$ cat config.mk
export PLATFORM = sky130hd
export DESIGN_NAME = im_boot_loader_flat
export DESIGN_NICKNAME = d
export VERILOG_FILES = /design/src/rtl/im_boot_loader_pkg.sv /design/src/rtl/im_boot_loader_if.sv /design/src/rtl/im_boot_loader_asm.sv /design/src/rtl/im_boot_loader.sv /design/src/flat_wrapper.sv
export SDC_FILE = /design/constraint.sdc
export NUM_CORES = 1
export LEC_CHECK = 0
export CORE_ASPECT_RATIO = 0.9
export CORE_UTILIZATION = 55
export DETAILED_ROUTE_END_ITERATION = 8
export GPL_TIMING_DRIVEN = 0
export PLACE_DENSITY = 0.81
export REMOVE_ABC_BUFFERS = 1
export SYNTH_ARGS = -nofsm -noshare
export SYNTH_HDL_FRONTEND = slang
export SYNTH_SLANG_ARGS = --single-unit
$ cat constraint.sdc
create_clock -name clk -period 3 [get_ports clk]
set_input_delay 0.45 -clock clk [delete_from_list [all_inputs] [get_ports clk]]
set_output_delay 0.45 -clock clk [all_outputs]
set_load 0.02 [all_outputs]
$ cat src/rtl/im_boot_loader_pkg.sv
// Shared definitions for the instruction-memory boot loader: FSM states and
// default memory geometry.
package im_boot_loader_pkg;

   localparam int unsigned DEF_IM_DEPTH  = 1024;
   localparam int unsigned DEF_ADDR_W    = 10;
   localparam logic [31:0] DEF_TEXT_BASE = 32'h0000_3000;

   typedef enum logic [2:0] {
      S_HDR0,
      S_HDR1,
      S_DATA,
      S_CSUM,
      S_DONE,
      S_ERR
   } state_e;

   // States in which the loader is still consuming the frame
   function automatic logic is_loading(input state_e s);
      return (s == S_HDR0) || (s == S_HDR1) || (s == S_DATA) || (s == S_CSUM);
   endfunction

endpackage

$ cat src/rtl/im_boot_loader_if.sv
// Valid/ready byte-stream port feeding the boot loader.
interface im_boot_loader_if;

   logic       in_valid;
   logic [7:0] in_data;
   logic       in_ready;

   modport master (
      output in_valid,
      output in_data,
      input  in_ready
   );

   modport slave (
      input  in_valid,
      input  in_data,
      output in_ready
   );

endinterface

$ cat src/rtl/im_boot_loader_asm.sv
// Word assembler: shifts payload bytes MSB-first into 32-bit words and keeps
// the running XOR checksum of every payload byte.
module im_boot_loader_asm (
   input  logic        clk_i,
   input  logic        rst_ni,
   input  logic        clr_i,
   input  logic        byte_en_i,
   input  logic [7:0]  byte_i,
   output logic        word_valid_o,
   output logic [31:0] word_o,
   output logic [7:0]  acc_o
);

   logic [23:0] shift_q, shift_d;
   logic [1:0]  bcnt_q, bcnt_d;
   logic [7:0]  acc_q, acc_d;

   always_comb begin
      shift_d = shift_q;
      bcnt_d  = bcnt_q;
      acc_d   = acc_q;
      if (clr_i) begin
         shift_d = '0;
         bcnt_d  = '0;
         acc_d   = '0;
      end else if (byte_en_i) begin
         shift_d = {shift_q[15:0], byte_i};
         bcnt_d  = bcnt_q + 2'd1;
         acc_d   = acc_q ^ byte_i;
      end
   end

   always_ff @(posedge clk_i or negedge rst_ni) begin
      if (!rst_ni) begin
         shift_q <= '0;
         bcnt_q  <= '0;
         acc_q   <= '0;
      end else begin
         shift_q <= shift_d;
         bcnt_q  <= bcnt_d;
         acc_q   <= acc_d;
      end
   end

   // The fourth byte completes the word combinationally so the write can be
   // registered on the same handshake edge.
   assign word_valid_o = byte_en_i && (bcnt_q == 2'd3);
   assign word_o       = {shift_q, byte_i};
   assign acc_o        = acc_q;

endmodule

$ cat src/rtl/im_boot_loader.sv
// Boot loader: parses a framed program image from a byte stream, writes it into
// instruction memory from word 0 and releases the core once the checksum matches.
module im_boot_loader
   import im_boot_loader_pkg::*;
#(
   parameter int unsigned IM_DEPTH  = DEF_IM_DEPTH,
   parameter int unsigned ADDR_W    = DEF_ADDR_W,
   parameter logic [31:0] TEXT_BASE = DEF_TEXT_BASE
) (
   input  logic               clk,
   input  logic               rst,
   im_boot_loader_if.slave    bs,
   input  logic               reload,
   output logic               im_we,
   output logic [ADDR_W-1:0]  im_addr,
   output logic [31:0]        im_wdata,
   output logic               cpu_rst,
   output logic               done,
   output logic               err,
   output logic [31:0]        load_base
);

   state_e              state_q, state_d;
   logic [7:0]          cnt_hi_q, cnt_hi_d;
   logic [15:0]         cnt_q, cnt_d;
   logic [15:0]         widx_q, widx_d;
   logic                we_q, we_d;
   logic [ADDR_W-1:0]   addr_q, addr_d;
   logic [31:0]         wdata_q, wdata_d;
   logic                cpu_rst_q, cpu_rst_d;
   logic                done_q, done_d;
   logic                err_q, err_d;
   logic                rdy_q, rdy_d;

   logic                hs;
   logic                asm_clr;
   logic                word_valid;
   logic [31:0]         word;
   logic [7:0]          acc;
   logic [15:0]         n_rx;

   assign hs   = bs.in_valid & rdy_q;
   assign n_rx = {cnt_hi_q, bs.in_data};

   im_boot_loader_asm u_asm (
      .clk_i        (clk),
      .rst_ni       (rst),
      .clr_i        (asm_clr),
      .byte_en_i    (hs && (state_q == S_DATA)),
      .byte_i       (bs.in_data),
      .word_valid_o (word_valid),
      .word_o       (word),
      .acc_o        (acc)
   );

   always_comb begin
      state_d   = state_q;
      cnt_hi_d  = cnt_hi_q;
      cnt_d     = cnt_q;
      widx_d    = widx_q;
      we_d      = 1'b0;
      addr_d    = addr_q;
      wdata_d   = wdata_q;
      asm_clr   = 1'b0;

      case (state_q)
         S_HDR0: begin
            if (hs) begin
               cnt_hi_d = bs.in_data;
               state_d  = S_HDR1;
            end
         end
         S_HDR1: begin
            if (hs) begin
               cnt_d = n_rx;
               if (32'(n_rx) > IM_DEPTH)
                  state_d = S_ERR;
               else if (n_rx == 16'd0)
                  state_d = S_CSUM;
               else
                  state_d = S_DATA;
            end
         end
         S_DATA: begin
            if (word_valid) begin
               we_d    = 1'b1;
               addr_d  = widx_q[ADDR_W-1:0];
               wdata_d = word;
               widx_d  = widx_q + 16'd1;
               if (widx_q == cnt_q - 16'd1)
                  state_d = S_CSUM;
            end
         end
         S_CSUM: begin
            if (hs)
               state_d = (bs.in_data == acc) ? S_DONE : S_ERR;
         end
         S_DONE, S_ERR: begin
            if (reload) begin
               state_d  = S_HDR0;
               cnt_hi_d = '0;
               cnt_d    = '0;
               widx_d   = '0;
               asm_clr  = 1'b1;
            end
         end
         default: state_d = S_HDR0;
      endcase

      // Status outputs are registered from the next state so they line up with
      // the state register and read as idle while reset is held.
      rdy_d     = is_loading(state_d);
      done_d    = (state_d == S_DONE);
      err_d     = (state_d == S_ERR);
      cpu_rst_d = !((state_q == S_DONE) && (state_d == S_DONE));
   end

   always_ff @(posedge clk or negedge rst) begin
      if (!rst) begin
         state_q   <= S_HDR0;
         cnt_hi_q  <= '0;
         cnt_q     <= '0;
         widx_q    <= '0;
         we_q      <= 1'b0;
         addr_q    <= '0;
         wdata_q   <= '0;
         cpu_rst_q <= 1'b1;
         done_q    <= 1'b0;
         err_q     <= 1'b0;
         rdy_q     <= 1'b0;
      end else begin
         state_q   <= state_d;
         cnt_hi_q  <= cnt_hi_d;
         cnt_q     <= cnt_d;
         widx_q    <= widx_d;
         we_q      <= we_d;
         addr_q    <= addr_d;
         wdata_q   <= wdata_d;
         cpu_rst_q <= cpu_rst_d;
         done_q    <= done_d;
         err_q     <= err_d;
         rdy_q     <= rdy_d;
      end
   end

   assign bs.in_ready = rdy_q;
   assign im_we       = we_q;
   assign im_addr     = addr_q;
   assign im_wdata    = wdata_q;
   assign cpu_rst     = cpu_rst_q;
   assign done        = done_q;
   assign err         = err_q;
   assign load_base   = TEXT_BASE;

endmodule
$ cat src/flat_wrapper.sv
// flat-port wrapper written by rule: the top's interface ports become plain ports
module im_boot_loader_flat import im_boot_loader_pkg::*;
#(
   parameter int unsigned IM_DEPTH  = DEF_IM_DEPTH,
   parameter int unsigned ADDR_W    = DEF_ADDR_W,
   parameter logic [31:0] TEXT_BASE = DEF_TEXT_BASE
)
  (clk, rst, reload, im_we, im_addr, im_wdata, cpu_rst, done, err, load_base, bs_in_valid, bs_in_data, bs_in_ready);
  im_boot_loader_if bs_i ();
  input  logic clk;
  input  logic rst;
  input  logic reload;
  output logic im_we;
  output logic [ADDR_W-1:0] im_addr;
  output logic [31:0] im_wdata;
  output logic cpu_rst;
  output logic done;
  output logic err;
  output logic [31:0] load_base;
  input wire logic [$bits(bs_i.in_valid)-1:0] bs_in_valid;
  input wire logic [$bits(bs_i.in_data)-1:0] bs_in_data;
  output wire logic [$bits(bs_i.in_ready)-1:0] bs_in_ready;
  assign bs_i.in_valid = bs_in_valid;
  assign bs_i.in_data = bs_in_data;
  assign bs_in_ready = bs_i.in_ready;
  im_boot_loader #(.IM_DEPTH(IM_DEPTH), .ADDR_W(ADDR_W), .TEXT_BASE(TEXT_BASE)) u_core (.clk(clk), .rst(rst), .bs(bs_i), .reload(reload), .im_we(im_we), .im_addr(im_addr), .im_wdata(im_wdata), .cpu_rst(cpu_rst), .done(done), .err(err), .load_base(load_base));
endmodule
* Word level (Yosys, flattened, before mapping)
Index checks and enable logic that the tools add are counted.
Storage, ports and cells: register bits after elaboration 124
Operators by class: add/sub/neg operators 3, magnitude comparators 1, bitwise logic cells 2, mux-type cells 28, eq/ne operators 17, reduce and logical (&&, ||, !) cells 19
Operators with widths (count):
- 16-bit one-hot mux with 2 select lines | 2
- 16-bit two-way mux | 3
- 24-bit two-way mux | 2
- 8-bit two-way mux | 4
- 3-bit two-way mux | 7
- 16-bit by 1-bit adder with 16-bit output (second input constant) | 1
- 16-bit == test | 1
- 16-bit by 11-bit > comparator with 1-bit output (second input constant) | 1
- 16-bit logical NOT | 1
- 8-bit one-hot mux with 2 select lines | 1
- 16-bit by 1-bit subtractor with 16-bit output (second input constant) | 1
- 3-bit one-hot mux with 5 select lines | 1
- 3-bit by 2-bit == test with 1-bit output (second input constant) | 4
- 3-bit == test (second input constant) | 4
- 3-bit AND reduction | 3
- 8-bit == test | 1
- 2-bit nonzero test | 4
- 8-bit XOR | 1
- 3-bit by 1-bit == test with 1-bit output (second input constant) | 2
- 3-bit logical NOT | 2
- 1-bit two-way mux | 6
- 2-bit two-way mux | 2
- 2-bit by 1-bit inequality test with 1-bit output (second input constant) | 2
- 2-bit inequality test (second input constant) | 2
- 8 further kinds | 12

* Depth between registers and ports, before layout
depth in word-level cells 9, mapped depth 10, gate-level depth less buffers 9

* Hierarchy
From an unflattened synthesis, not the netlist that was laid out.
Second synthesis, totals: cell total of the unflattened synthesis 563, area, all modules 6124.6 um^2
Modules (own cells, without submodules):
- im_boot_loader | seq. area each 2253.4 um^2, area each 4568.1 um^2, cells each 434, times used 1
- im_boot_loader_asm | seq. area each 850.8 um^2, area each 1556.5 um^2, cells each 129, times used 1

* Least setup slack after synthesis
No wires, ideal clock.
kind reg-to-reg, start point reg u_core.cnt_q[0], end point reg u_core.err_q, in the netlist u_core.err, setup time 0.119 ns, cell stages (with the launch flop) 11, path slack 1.037 ns, buffers on the path 1, required time 2.881 ns, clock period less this slack 1.963 ns, arrival 1.844 ns, cells stage by stage dfrtp_1 -> inv_1 -> ha_1 -> clkbuf_1 -> inv_1 -> o311ai_0 -> o21ai_0 -> a22oi_1 -> nor4_1 -> a31o_2 -> and2_1
Between the ends: cells in the longest elaborated chain, start to end 6
Ends and longest elaborated chain:
- start: declaration | RTL line im_boot_loader.sv:25 | logic [15:0] cnt_q, cnt_d;
- start signal: assignment | RTL line im_boot_loader.sv:134 | cnt_q <= cnt_d;
- 16-bit by 1-bit subtractor with 16-bit output | RTL line im_boot_loader.sv:90 | if (widx_q == cnt_q - 16'd1)
- 16-bit == test | RTL line im_boot_loader.sv:90
- 3-bit two-way mux | RTL line im_boot_loader.sv:90
- 3-bit two-way mux | RTL line im_boot_loader.sv:85 | if (word_valid) begin
- 3-bit one-hot mux with 5 select lines | RTL line im_boot_loader.sv:66 | case (state_q)
- net u_core.state_d[0] | RTL line im_boot_loader.sv:23 | state_e state_q, state_d;
- 3-bit == test | RTL line im_boot_loader.sv:114 | err_d = (state_d == S_ERR);
- net u_core.err_d | RTL line im_boot_loader.sv:32 | logic err_q, err_d;
- end signal: assignment | RTL line im_boot_loader.sv:141 | err_q <= err_d;
- end: declaration | RTL line im_boot_loader.sv:32
The timed path passes the listed nets, and every way through them passes these cells. A chain may end at the register's enable or synchronous reset.

* Worst setup path in the final report
start point in bs_in_valid, end point reg u_core.widx_q[14]
Between the ends: cells in the longest elaborated chain, start to end 5
Ends and longest elaborated chain:
- start: declaration | RTL line flat_wrapper.sv:20 | input wire logic [$bits(bs_i.in_valid)-1:0] bs_in_valid;
- 1-bit AND | RTL line im_boot_loader.sv:42 | assign hs = bs.in_valid & rdy_q;
- 1-bit logical AND | RTL line im_boot_loader.sv:49 | .byte_en_i (hs && (state_q == S_DATA)),
- 1-bit logical AND | RTL line im_boot_loader_asm.sv:47 | assign word_valid_o = byte_en_i && (bcnt_q == 2'd3);
- 2-bit inequality test (no source line)
- 3-bit AND reduction (no source line)
- end signal: assignment | RTL line im_boot_loader.sv:135 | widx_q <= widx_d;
- end: declaration | RTL line im_boot_loader.sv:26 | logic [15:0] widx_q, widx_d;
No other way between the ends.

==> reports/qor.yml <==
detailed_routing:
  drc: 0
  drtPass1Iterations: 5
  viasPerCell: 5.47
  drtIter0Drc: 252
  drt-wirelength-per-cell_um: 16.0
  vias: 4180
  wl_um: 12200
  ant_nets: 0
setup_path:
  crit_cells: 9
  worstPathArrival_ns: 2.88
  r2r_cells: 8
  crit_buf_inv: 2
  crit_family: "simple AND/OR/NAND/NOR gates"
  worstPathRequired_ns: 3.28
  path_class: "input pin to register"
  slowest_delay_ns: 0.53
  cp-start-kind: "input pin"
  worst-path-max-fanout: 40
  cp_cell_sequence: "clkdlybuf4s50_1, and4bb_2, and3_2, buf_12, o211ai_1, nor2_1, nand4_1, xor2_1, nor2_1"
  crit_top_cell: "nor2_1"
  cp-end-kind: "register"
  slowest_stage: "clkdlybuf4s50_1"
sta:
  worst_slew_pin_slew_ns: 1.00
  final.min_clock_period_ns: 2.60
  finClkSkew_ns: 0.00441
  hold_viol_final: 0
  fin_crit_sh: 0.867
  setup_ws_ns: 0.399
  slew_headroom: 0.331
  max_freq_ghz: 0.384
  final_max_slew_viol_count: 0
  rsz0062_at_grt: "no"
  setup_viol: 0
layout:
  syn2layout_area_growth_pct: 20.4
  diodes: 0
  mostFrequentLayoutCell: "dfrtp_1"
  drive_above_1_share: 0.148
  final_net_count: 637
  final_cells: 764
  final_cell_mix: "dfrtp_1 (123), nand2_1 (103), clkdlybuf4s50_1 (57), mux2_2 (43), nor2_1 (36)"
  fillers: 703
yosys:
  syn_area_um2: 5870
  ys_seq_area_frac: 0.529
  yosysUniqueCellTypes: 53
  synth_warnings: 0
  synth_cells: 572
  synthArstFlopShare: 1.00
  ys_ff_latch: 124
  syn_avg_cell_area_um2: 10.3
  synth_flop_cell: "dfrtp_1"
  synth_edf_count: 0
hold_path:
  hold_path_class: "input pin to asynchronous set/reset pin"
cts:
  cts.clk_slew.worst_paths_ns: 0.06
  clk_path_buf_depth: 2
  clk_latency_ns: 0.41
  clkSinkCount: 124
  htreeDepth: 4
  numCtsBuffers: 17
  cts_root_buffer: "clkbuf_16"
  cts_tree: "built"
power_and_ir_drop:
  power_leakage_nw: 3.23
  total_power_w: 0.00556
  vdd_drop_max_v: 0.000595
  p_per_area_nw_per_um2: 788
placement:
  dp_slack_ns: -0.00718
  dp_hpwl_um: 8000
  gp_congestion: 0.888
  dp_cells: 731
  io_buffer_count: 58
die:
  die_h_um: 100
  initial_utilization: 0.570
  die_area_um2: 11100
  ios: 91
  dieWidth_um: 111
  num_rows: 35
  core_area_um2: 10300
grt:
  grt_pass1_wl_um: 20000
  grt_max_degree: 90
  antenna_found_initial: 0
  grt_overflow: 0
  grt_pass1_vias: 3945
  grtUsageTotal: 0.232
outcome:
  status: "completed"
run:
  maxCapViolCount: 0
==> report_power, final <==
part           internal (W)  switching, W
combinational      0.000487      0.000785
sequential          0.00192      0.000294
clock               0.00133      0.000748
total               0.00374       0.00183
==> logic make-up (layout without fill, tap and decap cells) <==
family | after synthesis | in the layout | synth area share
buf+inv | 69 | 102 | 0.0661
fa+ha+maj | 4 | 4 | 0.00810
mux | 45 | 45 | 0.0859
simple gates | 198 | 198 | 0.158
flops | 124 | 124 | 0.529
other cells | 2 | 32 | 0.00128
xor+xnor | 48 | 48 | 0.0717
compound gates | 82 | 82 | 0.0800
==> worst register-to-register path: cells and delay by family (launching register included) <==
family,cells,cell delay [ns]
and+or+nand+nor,5,1.31
DFF,1,0.44
buffers and inverters,1,0.28
AOI/OAI and AO/OA,1,0.22
xor gates and xnor gates,1,0.16
==> synthesized netlist by cell type (all sizes together) (2+ instances only) <==
cell	number	area share
nor2	39	0.026
inv	8	0.0051
and3b	2	0.0030
nor4	8	0.011
o2111ai	3	0.0055
or3	4	0.0045
dfrtp	123	0.52
o22ai	4	0.0043
nand2	103	0.066
nand4	5	0.0053
mux2i	2	0.0034
a31oi	4	0.0043
nor3	9	0.0096
clkbuf	21	0.013
xor2	28	0.042
conb	2	0.0013
mux2	43	0.083
xnor2	20	0.030
buf	40	0.048
and2	4	0.0045
nand3	11	0.012
nand2b	2	0.0021
a22oi	2	0.0026
a21oi	31	0.026
o21ai	30	0.026
and3	3	0.0032
ha	3	0.0064
nor3b	2	0.0026
==> metrics by stage <==
step / instance area [um^2] / TNS (ns) / hold WS (ns) / utilization
2_1_floorplan: 5620 / -6.16 / 0.154 / -
3_3_place_gp: 6360 / -468.40 / 0.488 / 0.618
3_5_place_dp: 6440 / -0.00718 / 0.366 / 0.626
4_1_cts: 7060 / 0 / 0.507 / 0.686
5_1_grt: 7060 / 0 / 0.519 / 0.686
6_report: 7060 / 0 / 0.500 / 0.686
==> what timing repair did <==
action,in CTS,in global routing
hold buffers,1,0
hold endpoints to repair,35,0
buffers inserted,0,0
resized for setup,0,1
endpoints found under the setup margin,0,1
==> final cells by class <==
cell class	instances	area, um^2	share of cell area
sequential	124	3100	0.440
multi-input combinational	409	2500	0.354
timing repair buffer	62	659	0.0934
clock buffer	18	439	0.0622
clock inverter	14	169	0.0239
tap	129	161	0.0229
inverter	8	30.0	0.00425
==> final timing paths <==
path	startpoint	to	slack, ns
max	bs_in_valid	u_core.widx_q[14]	0.40
min in group clk	u_core.cnt_q[15]	u_core.cnt_q[15]	0.50
min	rst	u_core.u_asm.shift_q[14]	0.50
min reg2reg	u_core.cnt_q[15]	u_core.cnt_q[15]	0.50
max reg2reg	u_core.state_q[2]	u_core.widx_q[14]	0.45
max in group asynchronous	rst	u_core.cpu_rst	1.75
==> state kept, by name, summed over array words and instances, names as in the netlist, 3 cells and up <==
| register | flops |
|---|---|
| u_core.cnt_hi_q | 8 |
| u_core.u_asm.acc_o | 8 |
| u_core.state_q | 3 |
| u_core.cnt_q | 16 |
| u_core.im_addr | 10 |
| u_core.u_asm.shift_q | 24 |
| u_core.widx_q | 16 |
| u_core.im_wdata | 32 |
==> routing by layer <==
layer  vias up  global-route usage  wire [um]
li1       1971                   -          -
met1      2067               0.305       5340
met2       126               0.379       6120
met3        16              0.0495        606
met4         0              0.0903        136
met5         -                   0          0
Power figures use the tool's default switching activity.
